### config.mk
export PLATFORM = sky130hd
export DESIGN_NAME = ant_move_arbiter
export DESIGN_NICKNAME = d
export VERILOG_FILES = /design/src/rtl/ant_move_arbiter.sv
export SDC_FILE = /design/constraint.sdc
export NUM_CORES = 1
export LEC_CHECK = 0
export ABC_AREA = 1
export CORE_MARGIN = 2
export CORE_UTILIZATION = 58
export CTS_CLUSTER_DIAMETER = 50
export DETAILED_ROUTE_END_ITERATION = 16
export HOLD_SLACK_MARGIN = 0.12
export PLACE_DENSITY = 0.85
export SETUP_SLACK_MARGIN = 0.4
export SYNTH_ARGS = -nofsm -noshare
export SYNTH_HDL_FRONTEND = slang
export SYNTH_SLANG_ARGS = --single-unit
### constraint.sdc
create_clock -name clk -period 4.7 [get_ports clk]
set_clock_uncertainty 0.1 [all_clocks]
set_input_delay 0.94 -clock clk [delete_from_list [all_inputs] [get_ports clk]]
set_output_delay 0.94 -clock clk [all_outputs]
set_load 0.01 [all_outputs]
### src/rtl/ant_move_arbiter.sv
// ant_move_arbiter
//
// Round-robin arbiter sharing one maze-engine move port among N_ANT ant
// controllers. One ant is granted at a time, its move is presented to the
// engine, and the engine's completion is routed back to that ant. A move
// that hits a wall puts the ant into a HIT_BACKOFF-cycle backoff. An escape
// retires the ant until reset. A HALT move bypasses the engine.
//
// Optional feature macro: ANT_WATCHDOG_EN adds an engine timeout of
// WD_CYCLES EXEC cycles and the sticky wd_err output.
//
// Ports
//   clk          clock, rising edge
//   rst_n        asynchronous active-low reset
//   req          per-ant move request
//   move_in      per-ant 2-bit move, ant i on bits [2i+1:2i]
//   grant        one-hot, one-cycle completion pulse
//   exec_valid   move presented to the engine
//   exec_ant     index of the presented ant
//   exec_move    presented move
//   exec_done    engine completion (only looked at in EXEC)
//   hit          completed move hit a wall (qualified by exec_done)
//   escape       ant left the maze (qualified by exec_done)
//   retired      sticky per-ant escaped flags
//   all_escaped  every ant retired
//   wd_err       sticky engine timeout (ANT_WATCHDOG_EN only)
//
// State | meaning
//   S_IDLE | pick next eligible ant at or above rr
//   S_EXEC | move presented to engine, waiting for exec_done
//   S_ACK  | grant pulse for exec_ant, advance rr

`ifndef ANT_MOVE_HALT
`define ANT_MOVE_HALT    2'b00
`define ANT_MOVE_RIGHT   2'b01
`define ANT_MOVE_LEFT    2'b10
`define ANT_MOVE_FORWARD 2'b11
`endif

module ant_move_arbiter #(
    parameter int N_ANT       = 4,
    parameter int AW          = 2,
    parameter int HIT_BACKOFF = 3,
    parameter int WD_CYCLES   = 16
) (
    input  logic               clk,
    input  logic               rst_n,
    input  logic [N_ANT-1:0]   req,
    input  logic [2*N_ANT-1:0] move_in,
    output logic [N_ANT-1:0]   grant,
    output logic               exec_valid,
    output logic [AW-1:0]      exec_ant,
    output logic [1:0]         exec_move,
    input  logic               exec_done,
    input  logic               hit,
    input  logic               escape,
    output logic [N_ANT-1:0]   retired,
    output logic               all_escaped
`ifdef ANT_WATCHDOG_EN
    ,
    output logic               wd_err
`endif
);

    typedef enum logic [1:0] {S_IDLE, S_EXEC, S_ACK} state_t;

    state_t           state;
    logic [AW-1:0]    rr;
    logic [3:0]       boff_cnt [N_ANT];
    logic [N_ANT-1:0] elig;
    logic             sel_found;
    logic [AW-1:0]    sel_idx;
    logic [1:0]       sel_move;
    logic [N_ANT-1:0] sel_onehot;
    logic [N_ANT-1:0] ant_onehot;
    logic [N_ANT-1:0] retired_nxt;

`ifdef ANT_WATCHDOG_EN
    localparam int WDW = $clog2(WD_CYCLES + 1);
    logic [WDW-1:0] wd_cnt;
`else
    logic unused_wd_cfg;
    assign unused_wd_cfg = (WD_CYCLES > 0);
`endif

    always_comb begin
        for (int i = 0; i < N_ANT; i++) begin
            elig[i] = req[i] && !retired[i] && (boff_cnt[i] == 4'd0);
        end
    end

    // Lowest eligible ant overall is the wrap-around fallback; the second
    // pass overrides it with the lowest eligible ant at or above rr.
    always_comb begin
        sel_found = 1'b0;
        sel_idx   = '0;
        for (int i = N_ANT - 1; i >= 0; i--) begin
            if (elig[i]) begin
                sel_found = 1'b1;
                sel_idx   = AW'(i);
            end
        end
        for (int i = N_ANT - 1; i >= 0; i--) begin
            if (elig[i] && (AW'(i) >= rr)) begin
                sel_idx = AW'(i);
            end
        end
    end

    always_comb begin
        sel_move            = move_in[{sel_idx, 1'b0} +: 2];
        sel_onehot          = '0;
        sel_onehot[sel_idx] = 1'b1;
        ant_onehot           = '0;
        ant_onehot[exec_ant] = 1'b1;
    end

    always_comb begin
        retired_nxt = retired;
        if (state == S_EXEC && exec_done && escape) begin
            retired_nxt[exec_ant] = 1'b1;
        end
    end

    always_ff @(posedge clk or negedge rst_n) begin
        if (!rst_n) begin
            state       <= S_IDLE;
            rr          <= '0;
            grant       <= '0;
            exec_valid  <= 1'b0;
            exec_ant    <= '0;
            exec_move   <= `ANT_MOVE_HALT;
            retired     <= '0;
            all_escaped <= 1'b0;
            for (int i = 0; i < N_ANT; i++) begin
                boff_cnt[i] <= 4'd0;
            end
`ifdef ANT_WATCHDOG_EN
            wd_cnt <= '0;
            wd_err <= 1'b0;
`endif
        end else begin
            for (int i = 0; i < N_ANT; i++) begin
                if (boff_cnt[i] != 4'd0) begin
                    boff_cnt[i] <= boff_cnt[i] - 4'd1;
                end
            end
            retired     <= retired_nxt;
            all_escaped <= &retired_nxt;

            case (state)
                S_IDLE: begin
                    if (sel_found) begin
                        exec_ant  <= sel_idx;
                        exec_move <= sel_move;
                        if (sel_move == `ANT_MOVE_HALT) begin
                            grant <= sel_onehot;
                            state <= S_ACK;
                        end else begin
                            exec_valid <= 1'b1;
                            state      <= S_EXEC;
`ifdef ANT_WATCHDOG_EN
                            wd_cnt <= '0;
`endif
                        end
                    end
                end
                S_EXEC: begin
                    if (exec_done) begin
                        exec_valid <= 1'b0;
                        grant      <= ant_onehot;
                        state      <= S_ACK;
                        // Overrides this cycle's decrement of the same counter.
                        if (hit) begin
                            boff_cnt[exec_ant] <= 4'(HIT_BACKOFF);
                        end
                    end
`ifdef ANT_WATCHDOG_EN
                    else if (wd_cnt == WDW'(WD_CYCLES - 1)) begin
                        wd_err     <= 1'b1;
                        exec_valid <= 1'b0;
                        grant      <= ant_onehot;
                        state      <= S_ACK;
                    end else begin
                        wd_cnt <= wd_cnt + 1'b1;
                    end
`endif
                end
                S_ACK: begin
                    grant <= '0;
                    rr    <= (exec_ant == AW'(N_ANT - 1)) ? '0 : exec_ant + 1'b1;
                    state <= S_IDLE;
                end
                default: state <= S_IDLE;
            endcase
        end
    end

endmodule

Yosys cells after proc, flatten, opt, wreduce, memory -nomap -nowiden. Cells that the tools add are included.

Bits in registers: 34. Bits of input ports: 17. Output and inout port bits: 14. Logic and storage cells: 117.

Add/subtract/negate cells: 5. $lt $le $gt $ge: 10. Equal/unequal tests: 7. Shift operators: 1. Muxes and demuxes: 39. Bitwise logic cells: 5. Reduce and logical (&&, ||, !) cells: 38.

Operator list (count): $mux W16 (3); $mux W4 (9); $mux W2 (12); $logic_and A1 B1 Y1 (17); $logic_not A4 Y1 (4); $reduce_bool A4 Y1 (4); $sub A4 B1 Y4 const B (4); $pmux W4 S3 (1); $reduce_and A4 Y1 (3); $mux W1 (9); $and A8 B8 Y8 (1); $demux W4 S2 (1); $ne A2 B2 Y1 const B (4); $not A8 Y8 (1); $or A8 B8 Y8 (1); $shiftx A8 B4 Y2 (1); $lt A2 B3 Y1 const B (2); $demux W1 S2 (2); $eq A2 B2 Y1 const B (2); $ge A1 B2 Y1 const A (2); $ge A2 B1 Y1 const B (2); $ge A2 B2 Y1 const A (2); $logic_not A1 Y1 (4); $logic_not A2 Y1 (2); 11 further kinds (12).

Depth between registers and ports, before layout. Gate-level depths: netlist of the first run.

Depth after elaboration: 18. Depth in mapped cells: 17. Mapped depth without buffers: 17.

Worst setup path before layout of the first run. Ideal clock, no wire load.

Kind: input-to-reg. Start: input req[0]. End: register grant[0]. Library setup time: 0.117 ns. Data arrival time: 1.992 ns. Data required time: 4.483 ns. Setup slack: 2.492 ns. Stages: 13. Path buffers: 0. Path through: inv_1 nor2_1 nand3_2 nor2_1 nand2_2 nand3_1 nand3_1 nand2_2 nand2_2 nand2_4 nand2_4 nand2_1 nand2_1.

Longest elaborated chain between the ends: 14. Elaborated cells between the ends (all ways): 22. Those cells by class: 2 x order compare; 2 x eq/ne; 1 x shift; 11 x mux; 6 x reduce/logical.

Ends and longest elaborated chain: start, declared (RTL line 48) `input logic [N_ANT-1:0] req,`; $logic_and A1 B1 Y1 * (2 in series) (RTL line 88) `elig[i] = req[i] && !retired[i] && (boff_cnt[i] == 4'd0);`; $mux W2 (RTL line 98) `if (elig[i]) begin`; $mux W2 (4 in series) (RTL line 104) `if (elig[i] && (AW'(i) >= rr)) begin`; $lt A2 B3 Y1 (not written as such) or $ge A2 B1 Y1 (tied branches) (RTL line 113) `sel_onehot[sel_idx] = 1'b1;`; $logic_and A1 B1 Y1 (not written as such) (RTL line 113); $mux W1 (not written as such) (RTL line 113); $demux W1 S2 (RTL line 113); $mux W4 (RTL line 156) `` if (sel_move == `ANT_MOVE_HALT) begin ``; $mux W4 (RTL line 153) `if (sel_found) begin`; $pmux W4 S3 (RTL line 151) `case (state)`; end signal, assigned (RTL line 157) `grant <= sel_onehot;`; end signal, assigned (RTL line 171) `grant <= ant_onehot;`; end, declared (RTL line 50) `output logic [N_ANT-1:0] grant,`.

Mark *: on every way between the ends. The rest lies on a longest branch, timed or not. The select of a mux whose other input is x is not followed. A chain may end at the register's enable or synchronous reset.

Final worst setup path of the first run.
Start: input req[0]. End: register grant[3].

The elaborated chain is that of the path after synthesis.

==> results of run 1 <==
## worst min path at each step
stage / cells past startpoint / endpoint / start
CTS: 2 / grant[2] / grant[2]
finish: 2 / grant[2] / grant[2]
detailed placement: 2 / grant[2] / grant[2]
floorplan: 2 / boff_cnt[4] / boff_cnt[4]
global placement: 2 / grant[2] / grant[2]
global route: 2 / exec_move[0] / exec_move[0]
## power groups by stage
stage	clock network (mW)	logic [mW]	registers [mW]
after floorplan	0	0.609	0.538
after global placement	0	0.824	0.537
after detailed placement	0	0.855	0.540
after CTS	0.224	0.859	0.536
after global routing	0.239	0.984	0.554
final	0.217	0.855	0.535
## per-layer routing
metal / vias to the layer above / part of all wire (%) / GRT usage [%]
met5: - / 0 / 0
met4: 0 / 2.1 / 10.83
met3: 9 / 3.3 / 4.865
met2: 36 / 48 / 36.44
met1: 757 / 46 / 31.46
li1: 856 / - / -
## area by class of cell
type / instances / area (sq um)
multi-input combinational: 172 / 1011
fill: 269 / 882.1
sequential: 34 / 850.8
timing repair buffer: 31 / 307.8
inverter: 39 / 146.4
tap: 46 / 57.56
clock buffer: 6 / 51.30
clock inverter: 1 / 30.03
## cells in the mapped netlist (2+ instances only)
library cell,count
nand3_1,31
dfrtp_1,34
ha_1,16
nand2_4,4
nor3_1,4
inv_2,4
nor2_1,13
nand2_2,6
nor2_4,3
nand2_1,58
a21oi_1,5
xnor2_1,6
inv_1,35
o21ai_1,2
o21ai_0,10
o211ai_1,4
nand3_2,3
nor2_2,2
## state kept, by name, indices dropped and copies added, names as in the netlist
signal	count
all_escaped	1
exec_ant	2
boff_cnt	16
state	2
rr	2
exec_move	2
grant	4
exec_valid	1
retired	4
## cells by family after synthesis
logic type      count (synthesis)
fa+ha+maj                      16
xor+xnor                        7
flops                          34
simple gates                  126
compound gates                 23
buf+inv                        40
## worst min-delay path, cell delays in order, from the launching register on
cell     delay, ps
dfrtp_1        360
nand2_1         50
nand2_1         40
==> metrics.md, run 1 <==
| Metric | Value |
|---|---|
| Compound-gate portion of the synthesized area | `6.592%` |
| Final Total Pwr | `1.607 mW` |
| Worst-path cell chain | `clkdlybuf4s50_1 -> inv_1 -> nor2_1 -> nand3_2 -> nor2_1 -> nand2_2 -> nand3_1 -> nand3_1 -> nand2_2 -> nand2_2 -> nand2_4 -> nand2_4 -> nand2_1 -> nand2_1` |
| Vias | `1658` |
| Final ANT Viol Nets | `0` |
| Core region area | `0.003337 sq mm` |
| Post-CTS Setup Inserts | `0` |
| Die X | `62.90 microns` |
| Simple-gate portion of the synthesized area | `30.66%` |
| Pre-CTS setup slack | `1837 ps` |
| Worst path depth | `14` |
| Setup_tns | `0 ps` |
| Clock latency on the worst-skew pair | `340 ps` |
| Worst path slowest cell | `clkdlybuf4s50_1` |
| FF-to-FF path depth | `17` |
| Initial DRC Count | `108` |
| Number of antenna violations at the first check in global routing | `0` |
| Ys flop type | `dfrtp_1` |
| Final non-filler cell area | `0.002455 sq mm` |
| YS warnings | `0` |
| Max frequency | `397.9 MHz` |
| Sw power | `693.0 uW` |
| Number of synthesized register bits | `34` |
| Combinational share of power | `53.2%` |
| Synth Area in Adders | `9.950%` |
| GRT Total Usage | `23.47%` |
| RSZ-0062 raised after global routing | `false` |
| Vias in the first global route | `1603` |
| Crit path largest cell delay | `450 ps` |
| Setup violators final | `0` |
| Power density over the cells | `654.6 mW/mm^2` |
| Final GP Congestion | `0.9440` |
| CP Capture Point | `grant[3]` |
| Clock Power Share | `13.5%` |
| Internal power | `913.9 uW` |
| Worst Setup Start Kind | `input pin` |
| DP HPWL | `3.038 mm` |
| Share of the synthesized area in the top cell type | `42.29%` |
| Die height | `62.90 microns` |
| First-pass GRT wire length | `7.155 mm` |
| Commonest non-fill, non-tap cell in the layout | `nand2_1` |
| Mapped Cells | `246` |
| Syn_nets | `279` |
| Crit path max-delay family | `simple AND/OR/NAND/NOR gates` |
| Largest family of logic cells by synthesized area | `simple AND/OR/NAND/NOR gates` |
| Crit path top cell by count | `nand2_2` |
| Placed insts | `322` |
| Top area cells in the synthesized netlist | `dfrtp_1 (42%), nand2_1 (11%), ha_1 (10%), nand3_1 (7.7%), inv_1 (6.5%)` |
| Sequential cell area fraction in the yosys report | `42.29%` |
| Worst Setup SP | `req[0]` |
| H-tree levels | `2` |
| N_diodes | `0` |
| Mapped Area | `0.002012 sq mm` |
| GRT overflow | `0` |
| Setup ws final | `2187 ps` |
| Clock transition at path regs | `100 ps` |
| Hold Vio Cnt, Final | `0` |
| FF-to-FF setup slack | `2510 ps` |
| Maximum VDD drop | `438.7 uV` |
| Pin count of the biggest net entering global routing | `35` |
| Critical path class | `in -> reg` |
| CTS Sinks | `34` |
| PostCTS Resize Cnt | `0` |
| Arr. time, crit path | `2650 ps` |
| Buf/Inv on CP | `2` |
| DRC | `0` |
| Placement Rows | `21` |
| Sw Ratio | `43.13%` |
| Post-DR vias/cell | `5.040` |
| Outcome | `complete, no violations` |
| CTS tree | `yes` |
| Area of the die | `0.003956 sq mm` |
| Layout cells sized above 1 | `11.31%` |
| Final period utilization | `53.48%` |
| Slew headroom | `64.28%` |
| Tightest Pin Transition | `532.2 ps` |
| Most frequent cells in the layout | `nand2_1 (58), inv_1 (35), dfrtp_1 (34)` |
| Clock buffer depth | `2` |
| Max cap viols | `0` |
| RR Startpoint | `boff_cnt[0]` |
| Effective utilization at floorplan | `60.29%` |
| P&R area growth vs syn | `22.01%` |
| RR Endpoint | `grant[3]` |
| Hold slack | `380.4 ps` |
| Post-Syn Area per Cell | `8.179 sq um` |
| Drt pass-1 iters | `4` |
| Total clock buffers created by CTS | `5` |
| Synth Area in XOR/XNOR | `3.047%` |
| Pins over their slew limit | `0` |
| Final #Nets | `316` |
| Leak | `1.265 nW` |
| WL/cell | `12.10 microns` |
| Post-route insts no fill | `329` |
| Ys async rst share | `100.0%` |
| Final WL | `3.981 mm` |
| Reg power frac | `33.3%` |
| CP endpoint kind | `flop` |
| IO buf count | `30` |
| Minimum clock period | `2513 ps` |
| Critical Path RT | `4840 ps` |
| CTS Root Cell | `clkbuf_4` |
| CP max FO | `7` |
| Post-synthesis mux area share | `0%` |
| Yosys top cell by area | `dfrtp_1` |
| EDFF count, synth | `0` |
| I/O pin count | `31` |
| Hold Path Class | `reg -> reg` |
| Cts hold-fix bufs | `0` |
| Placed Area | `0.002374 sq mm` |
| Fin util | `73.57%` |
| Synth unique cells | `24` |
Power figures use the tool's default switching activity.
==> inputs of run 2 (changes only) <==
--- a/config.mk
+++ b/config.mk
@@ -7,11 +7,11 @@
 export LEC_CHECK = 0
 export ABC_AREA = 1
 export CORE_MARGIN = 2
-export CORE_UTILIZATION = 58
+export CORE_UTILIZATION = 54
 export CTS_CLUSTER_DIAMETER = 50
 export DETAILED_ROUTE_END_ITERATION = 16
 export HOLD_SLACK_MARGIN = 0.12
-export PLACE_DENSITY = 0.85
+export PLACE_DENSITY = 0.8
 export SETUP_SLACK_MARGIN = 0.4
 export SYNTH_ARGS = -nofsm -noshare
 export SYNTH_HDL_FRONTEND = slang
==> constraint.sdc (replaced) <==
create_clock -name clk -period 2.6 [get_ports clk]
set_clock_uncertainty 0.1 [all_clocks]
set_input_delay 0.52 -clock clk [delete_from_list [all_inputs] [get_ports clk]]
set_output_delay 0.52 -clock clk [all_outputs]
set_load 0.01 [all_outputs]
==> run 2 against run 1 <==
Effect of this change: via count up 5.0%; clock-buffer cell count up 1; register-to-register slack worse by 1900 ps; global-route usage down 1.6 points; total power up 88%; cell count up 2.7%; die area up 6.9%; non-clock buffer count up 6; critical path depth up 1; first-iteration DRC count down 34%; utilization down 3.1 points; largest cell class unchanged; largest power group unchanged; highest routed layer unchanged.
==> metrics.md, run 2 (synthesized netlist as in run 1, its figures left out) <==
| Metric | Value |
|---|---|
| Outcome | `complete, no violations` |
| CP max FO | `6 (-1)` |
| FF-to-FF setup slack | `560 ps (-1950 ps)` |
| RR Endpoint | `grant[2]` |
| Post-DR vias/cell | `5.151 (+2.2%)` |
| Vias in the first global route | `1703 (+6.2%)` |
| Effective utilization at floorplan | `55.37% (-4.9 points)` |
| N_diodes | `0 (unchanged)` |
| Pin count of the biggest net entering global routing | `35 (unchanged)` |
| Commonest non-fill, non-tap cell in the layout | `nand2_1` |
| FILL cells | `304 (+13%)` |
| FF-to-FF path depth | `14 (-3)` |
| Total clock buffers created by CTS | `5 (unchanged)` |
| Hold slack | `371.2 ps (-9.122 ps)` |
| Layout cells sized above 1 | `17.59% (+6.3 points)` |
| Hold depth | `2 (unchanged)` |
| RSZ-0062 raised after global routing | `false` |
| Met3 GRT Util | `4.340% (-0.52 points)` |
| P&R area growth vs syn | `27.24%` |
| Worst path slowest cell | `clkdlybuf4s50_1` |
| Setup_tns | `0 ps (unchanged)` |
| Final GP Congestion | `0.8925 (-5.5%)` |
| Grt met2 use | `36.60% (+0.16 points)` |
| Hold Crit Start | `grant[3]` |
| Hold Path Class | `reg -> reg` |
| Hold Vio Cnt, Final | `0 (unchanged)` |
| Critical Path RT | `2680 ps (-2160 ps)` |
| Fin util | `70.45% (-3.1 points)` |
| Minimum clock period | `2110 ps` |
| Hold Path Sink | `grant[3]` |
| Final ANT Viol Nets | `0 (unchanged)` |
| Busiest grt layer | `met2` |
| Final period utilization | `81.16%` |
| CTS tree | `yes` |
| Final WL | `4.133 mm (+3.8%)` |
| Core region area | `0.003633 sq mm (+8.9%)` |
| Max cap viols | `0 (unchanged)` |
| Slew headroom | `71.79% (+7.5 points)` |
| Global Route met1 Usage | `27.93% (-3.5 points)` |
| Buf/Inv on CP | `3 (+1)` |
| Leak | `1.295 nW (+2.4%)` |
| CTS Sinks | `34 (unchanged)` |
| Setup ws final | `489.9 ps (-1697 ps)` |
| Tightest Pin Transition | `423.1 ps (-109.1 ps)` |
| H-tree levels | `2 (unchanged)` |
| Critical path class | `in -> reg` |
| Clock buffer depth | `2 (unchanged)` |
| Vias | `1741 (+5.0%)` |
| Pre-CTS setup slack | `142.3 ps (-1694 ps)` |
| DP HPWL | `3.072 mm (+1.1%)` |
| DRC | `0 (unchanged)` |
| Cts hold-fix bufs | `0 (unchanged)` |
| Worst Setup Start Kind | `input pin` |
| Crit path max-delay family | `simple AND/OR/NAND/NOR gates` |
| IO buf count | `30 (unchanged)` |
| Area of the die | `0.004230 sq mm (+6.9%)` |
| Initial DRC Count | `71 (-34%)` |
| CP endpoint kind | `flop` |
| Setup violators final | `0 (unchanged)` |
| Max frequency | `473.9 MHz` |
| Placement Rows | `22 (+4.8%)` |
| Final Total Pwr | `3.026 mW (+88%)` |
| Worst-path cell chain | `clkdlybuf4s50_1 -> inv_1 -> nor2_2 -> nand3_2 -> buf_4 -> nand3_2 -> nand2_1 -> nand3_2 -> nand3_1 -> nand2_2 -> nand2_2 -> nand2_4 -> nand2_4 -> nand2_1 -> nand2_1` |
| Largest register FFs | `16 (unchanged)` |
| Die X | `65.04 microns (+3.4%)` |
| First-pass GRT wire length | `7.176 mm (+0.29%)` |
| I/O pin count | `31 (unchanged)` |
| Crit path largest cell delay | `460 ps (about the same)` |
| Clock transition at path regs | `70 ps (-30 ps)` |
| Die height | `65.04 microns (+3.4%)` |
| Arr. time, crit path | `2190 ps (-460 ps)` |
| Number of antenna violations at the first check in global routing | `0 (unchanged)` |
| CTS Root Cell | `clkbuf_8` |
| Maximum VDD drop | `628.8 uV (+43%)` |
| GRT Total Usage | `21.83% (-1.6 points)` |
| Drt pass-1 iters | `4 (unchanged)` |
| Pins over their slew limit | `0 (unchanged)` |
| Largest Register | `boff_cnt` |
| Most frequent cells in the layout | `nand2_1 (57), dfrtp_1 (34), inv_1 (30), clkdlybuf4s50_1 (30), nand3_1 (29)` |
| WL/cell | `12.23 microns (+1.1%)` |
| Clock latency on the worst-skew pair | `280 ps (-60 ps)` |
| Biggest regs | `boff_cnt (16), grant (4), retired (4)` |
| Final #Nets | `322 (+1.9%)` |
| Power density over the cells | `1182 mW/mm^2 (+81%)` |
| RR Startpoint | `boff_cnt[12]` |
| GRT overflow | `0 (unchanged)` |
[run 2: metal layers]
metal  part of all wire, %  up-vias  routed length [microns]
met1                    44      825                     1801
met2                    50       41                     2079
li1                      -      867                        -
met4                   2.3        0                       96
met5                     0        -                        0
met3                   3.8        8                      155
[run 2: worst min-delay path: cells and delay by family (launching register included)]
kind,cells,cell delay [ps]
AND/OR/NAND/NOR,2,90
flip-flops,1,340
[run 2: final cells by class]
class                   instances  area, sq um  share of cell area [%]
clock buffers                   7        86.33                   3.372
clock inverters                 1        5.005                  0.1955
inverters                      39        146.4                   5.718
multi-input cells             172         1059                   41.35
flip-flops and latches         34        850.8                   33.24
well taps                      48        60.06                   2.346
repair buffers                 37        352.8                   13.78
[run 2: repair_timing]
item / 4_1_cts / 5_1_grt
buffers inserted: 0 / 5
setup endpoints to repair: 0 / 7
gates resized for setup: 0 / 16
[run 2: through the flow]
stage	instance area [sq um]	instances
3_3_place_gp	2384	325
3_5_place_dp	2384	325
5_1_grt	2560	338
6_report	2560	338
2_1_floorplan	2012	246
4_1_cts	2475	333
[run 2: worst max path at each step]
stage                startpoint    endpoint  slack [ps]  depth (start not counted)
finish                   req[0]    grant[2]         490                         15
CTS                 boff_cnt[0]  exec_valid         400                         12
global route             req[0]    grant[0]         390                         15
floorplan           boff_cnt[0]    grant[0]         740                         17
detailed placement       req[0]    grant[2]         140                         14
global placement         req[0]    grant[1]         220                         14
[run 2: where the power goes]
group	switching (mW)	internal [mW]
registers	0.204	0.778
clock network	0.186	0.213
logic	0.928	0.715
==> inputs of run 3 (changes only) <==
--- a/config.mk
+++ b/config.mk
@@ -7,11 +7,11 @@
 export LEC_CHECK = 0
 export ABC_AREA = 1
 export CORE_MARGIN = 2
-export CORE_UTILIZATION = 54
+export CORE_UTILIZATION = 48
 export CTS_CLUSTER_DIAMETER = 50
 export DETAILED_ROUTE_END_ITERATION = 16
 export HOLD_SLACK_MARGIN = 0.12
-export PLACE_DENSITY = 0.8
+export PLACE_DENSITY = 0.75
 export SETUP_SLACK_MARGIN = 0.4
 export SYNTH_ARGS = -nofsm -noshare
 export SYNTH_HDL_FRONTEND = slang
==> constraint.sdc (replaced) <==
create_clock -name clk -period 1.8 [get_ports clk]
set_clock_uncertainty 0.1 [all_clocks]
set_input_delay 0.36 -clock clk [delete_from_list [all_inputs] [get_ports clk]]
set_output_delay 0.36 -clock clk [all_outputs]
set_load 0.01 [all_outputs]
==> run 3 against run 2 <==
Effect of this change: the run now ends with negative setup slack left; worst hold slack lost 29 ps; sequential share of layout area shrank 6.0 points; via count grew 12%; clock-buffer cell count is the same; register-to-register slack lost 780 ps; largest cell class unchanged.
==> metrics.md, run 3 (synthesized netlist as in run 1, its figures left out) <==
| Metric | Value |
|---|---|
| RR Startpoint | `boff_cnt[9]` |
| Largest Register | `boff_cnt` |
| P&R area growth vs syn | `55.60%` |
| Failing checks | `negative setup slack` |
| Pins over their slew limit | `0 (unchanged)` |
| Minimum clock period | `2024 ps` |
| Setup violators final | `8 (+8)` |
| WL/cell | `14.78 microns (+21%)` |
| Clock latency on the worst-skew pair | `290 ps (about the same)` |
| Final non-filler cell area | `0.003131 sq mm (+22%)` |
| Tightest Pin Transition | `321.6 ps (-101.6 ps)` |
| Core region area | `0.004029 sq mm (+11%)` |
| Multi-input logic area | `0.001276 sq mm (+21%)` |
| DRC | `0 (unchanged)` |
| Clock transition at path regs | `70 ps (about the same)` |
| Crit path largest cell delay | `400 ps (-60 ps)` |
| Worst-path cell chain | `inv_2 -> ha_4 -> nand2_4 -> nor2_4 -> nand2_1 -> nand2_1 -> nand2_2 -> nand2_4 -> nand2_4 -> nand2_2 -> nand3_2 -> nand2_4 -> nand2_4 -> nand2_4 -> nand2_4 -> nand2_1 -> nand2_1` |
| Final GP Congestion | `0.8980 (+0.62%)` |
| Power density over the cells | `1808 mW/mm^2 (+53%)` |
| Largest register FFs | `16 (unchanged)` |
| CTS tree | `yes` |
| Max frequency | `494.1 MHz` |
| DP HPWL | `3.402 mm (+11%)` |
| H-tree levels | `2 (unchanged)` |
| FILL cells | `266 (-13%)` |
| Layout cells sized above 1 | `41.92% (+24 points)` |
| Critical path class | `reg -> reg` |
| Final #Nets | `366 (+14%)` |
| Drt pass-1 iters | `4 (unchanged)` |
| GRT Total Usage | `23.42% (+1.6 points)` |
| IO buf count | `30 (unchanged)` |
| Initial DRC Count | `125 (+76%)` |
| FF+latch area | `852.1 sq um (+0.15%)` |
| CP endpoint kind | `flop` |
| Final Total Pwr | `5.660 mW (+87%)` |
| Die height | `68.74 microns (+5.7%)` |
| Hold Path Class | `in -> async` |
| Setup_tns | `-1578 ps (-1578 ps)` |
| Leak | `1.602 nW (+24%)` |
| Final period utilization | `112.4%` |
| Buf/Inv on CP | `1 (-2)` |
| Pin count of the biggest net entering global routing | `35 (unchanged)` |
| Total clock buffers created by CTS | `5 (unchanged)` |
| CTS Root Cell | `clkbuf_8` |
| Worst Setup Start Kind | `flop` |
| Critical Path RT | `1890 ps (-790 ps)` |
| Hold Vio Cnt, Final | `0 (unchanged)` |
| Outcome | `finished, violations left` |
| Slew headroom | `78.56% (+6.8 points)` |
| N_diodes | `0 (unchanged)` |
| I/O pin count | `31 (unchanged)` |
| Final ANT Viol Nets | `0 (unchanged)` |
| Setup ws final | `-223.9 ps (-713.8 ps)` |
| Area of the die | `0.004725 sq mm (+12%)` |
| Biggest regs | `boff_cnt (16), grant (4), retired (4)` |
| GRT overflow | `0 (unchanged)` |
| Crit path top cell by count | `nand2_4` |
| Worst Setup SP | `boff_cnt[9]` |
| CP max FO | `6 (unchanged)` |
| Effective utilization at floorplan | `49.94% (-5.4 points)` |
| Vias | `1952 (+12%)` |
| RSZ-0062 raised after global routing | `true` |
| CTS Sinks | `34 (unchanged)` |
| Crit path max-delay family | `simple AND/OR/NAND/NOR gates` |
| Number of antenna violations at the first check in global routing | `0 (unchanged)` |
| Die X | `68.74 microns (+5.7%)` |
| Arr. time, crit path | `2110 ps (-80 ps)` |
| Clock buffer depth | `2 (unchanged)` |
| Placed Area | `0.002663 sq mm (+12%)` |
| Vias in the first global route | `1791 (+5.2%)` |
| Most frequent cells in the layout | `nand2_1 (49), buf_4 (43), dfrtp_1 (33)` |
| Maximum VDD drop | `1008 uV (+60%)` |
| Final WL | `5.676 mm (+37%)` |
| Commonest non-fill, non-tap cell in the layout | `nand2_1` |
| Max cap viols | `0 (unchanged)` |
| Worst path slowest cell | `dfrtp_1` |
| Placement Rows | `23 (+4.5%)` |
| Post-DR vias/cell | `5.083 (-1.3%)` |
| First-pass GRT wire length | `8.086 mm (+13%)` |
## run 3: worst paths after layout
kind                               end  slack [ps]  depth (start not counted)
min                        boff_cnt[1]         340                          2
min in group clk              grant[0]         370                          2
min reg2reg                   grant[0]         370                          2
max reg2reg                   grant[0]        -220                         17
max                           grant[0]        -220                         17
max in group asynchronous   retired[2]        1060                          2
## run 3: final cells by class
type,instances,area share [%]
Clock buffer,7,2.758
Clock inverter,1,0.1599
Inverter,39,4.756
Sequential cell,34,27.22
Multi-Input combinational cell,172,40.77
Tap cell,50,1.998
Timing Repair Buffer,81,22.34
## run 3: worst register-to-register path: cells and delay by family, from the launching register on
family / cells / cell delay [ps]
fa+ha+maj: 1 / 140
buf+inv: 1 / 90
flops: 1 / 400
simple gates: 15 / 1200
## run 3: routing by layer
metal / up-vias / global-route usage (%) / wire length [microns]
li1: 958 / - / -
met3: 11 / 4.870 / 245
met5: - / 0 / 0
met2: 61 / 40.02 / 2966
met4: 0 / 7.353 / 108
met1: 922 / 29.61 / 2354
## run 3: report_power, final
part | internal, mW | leakage [nW] | total (mW) | switching [mW]
combinational | 1.77 | 1.13 | 3.68 | 1.91
clock | 0.309 | 0.0482 | 0.601 | 0.292
sequential | 1.13 | 0.420 | 1.38 | 0.256
total | 3.20 | 1.60 | 5.66 | 2.46
## run 3: timing repair
item	in CTS	in global routing
hold buffers	0	0
setup buffers	10	7
pin swaps	14	13
gates resized for setup	69	47
setup endpoints to repair	36	33
## run 3: metrics by stage
stage,worst slack [ps],hold WS (ps),util [%],cells
after floorplan,-27.03,-35.59,-,246
after global placement,-393.6,357.8,66.09,359
after detailed placement,-455.3,359.0,66.09,359
after CTS,-145.7,348.0,73.14,377
after global routing,-361.1,357.4,77.70,384
final,-223.9,342.7,77.70,384
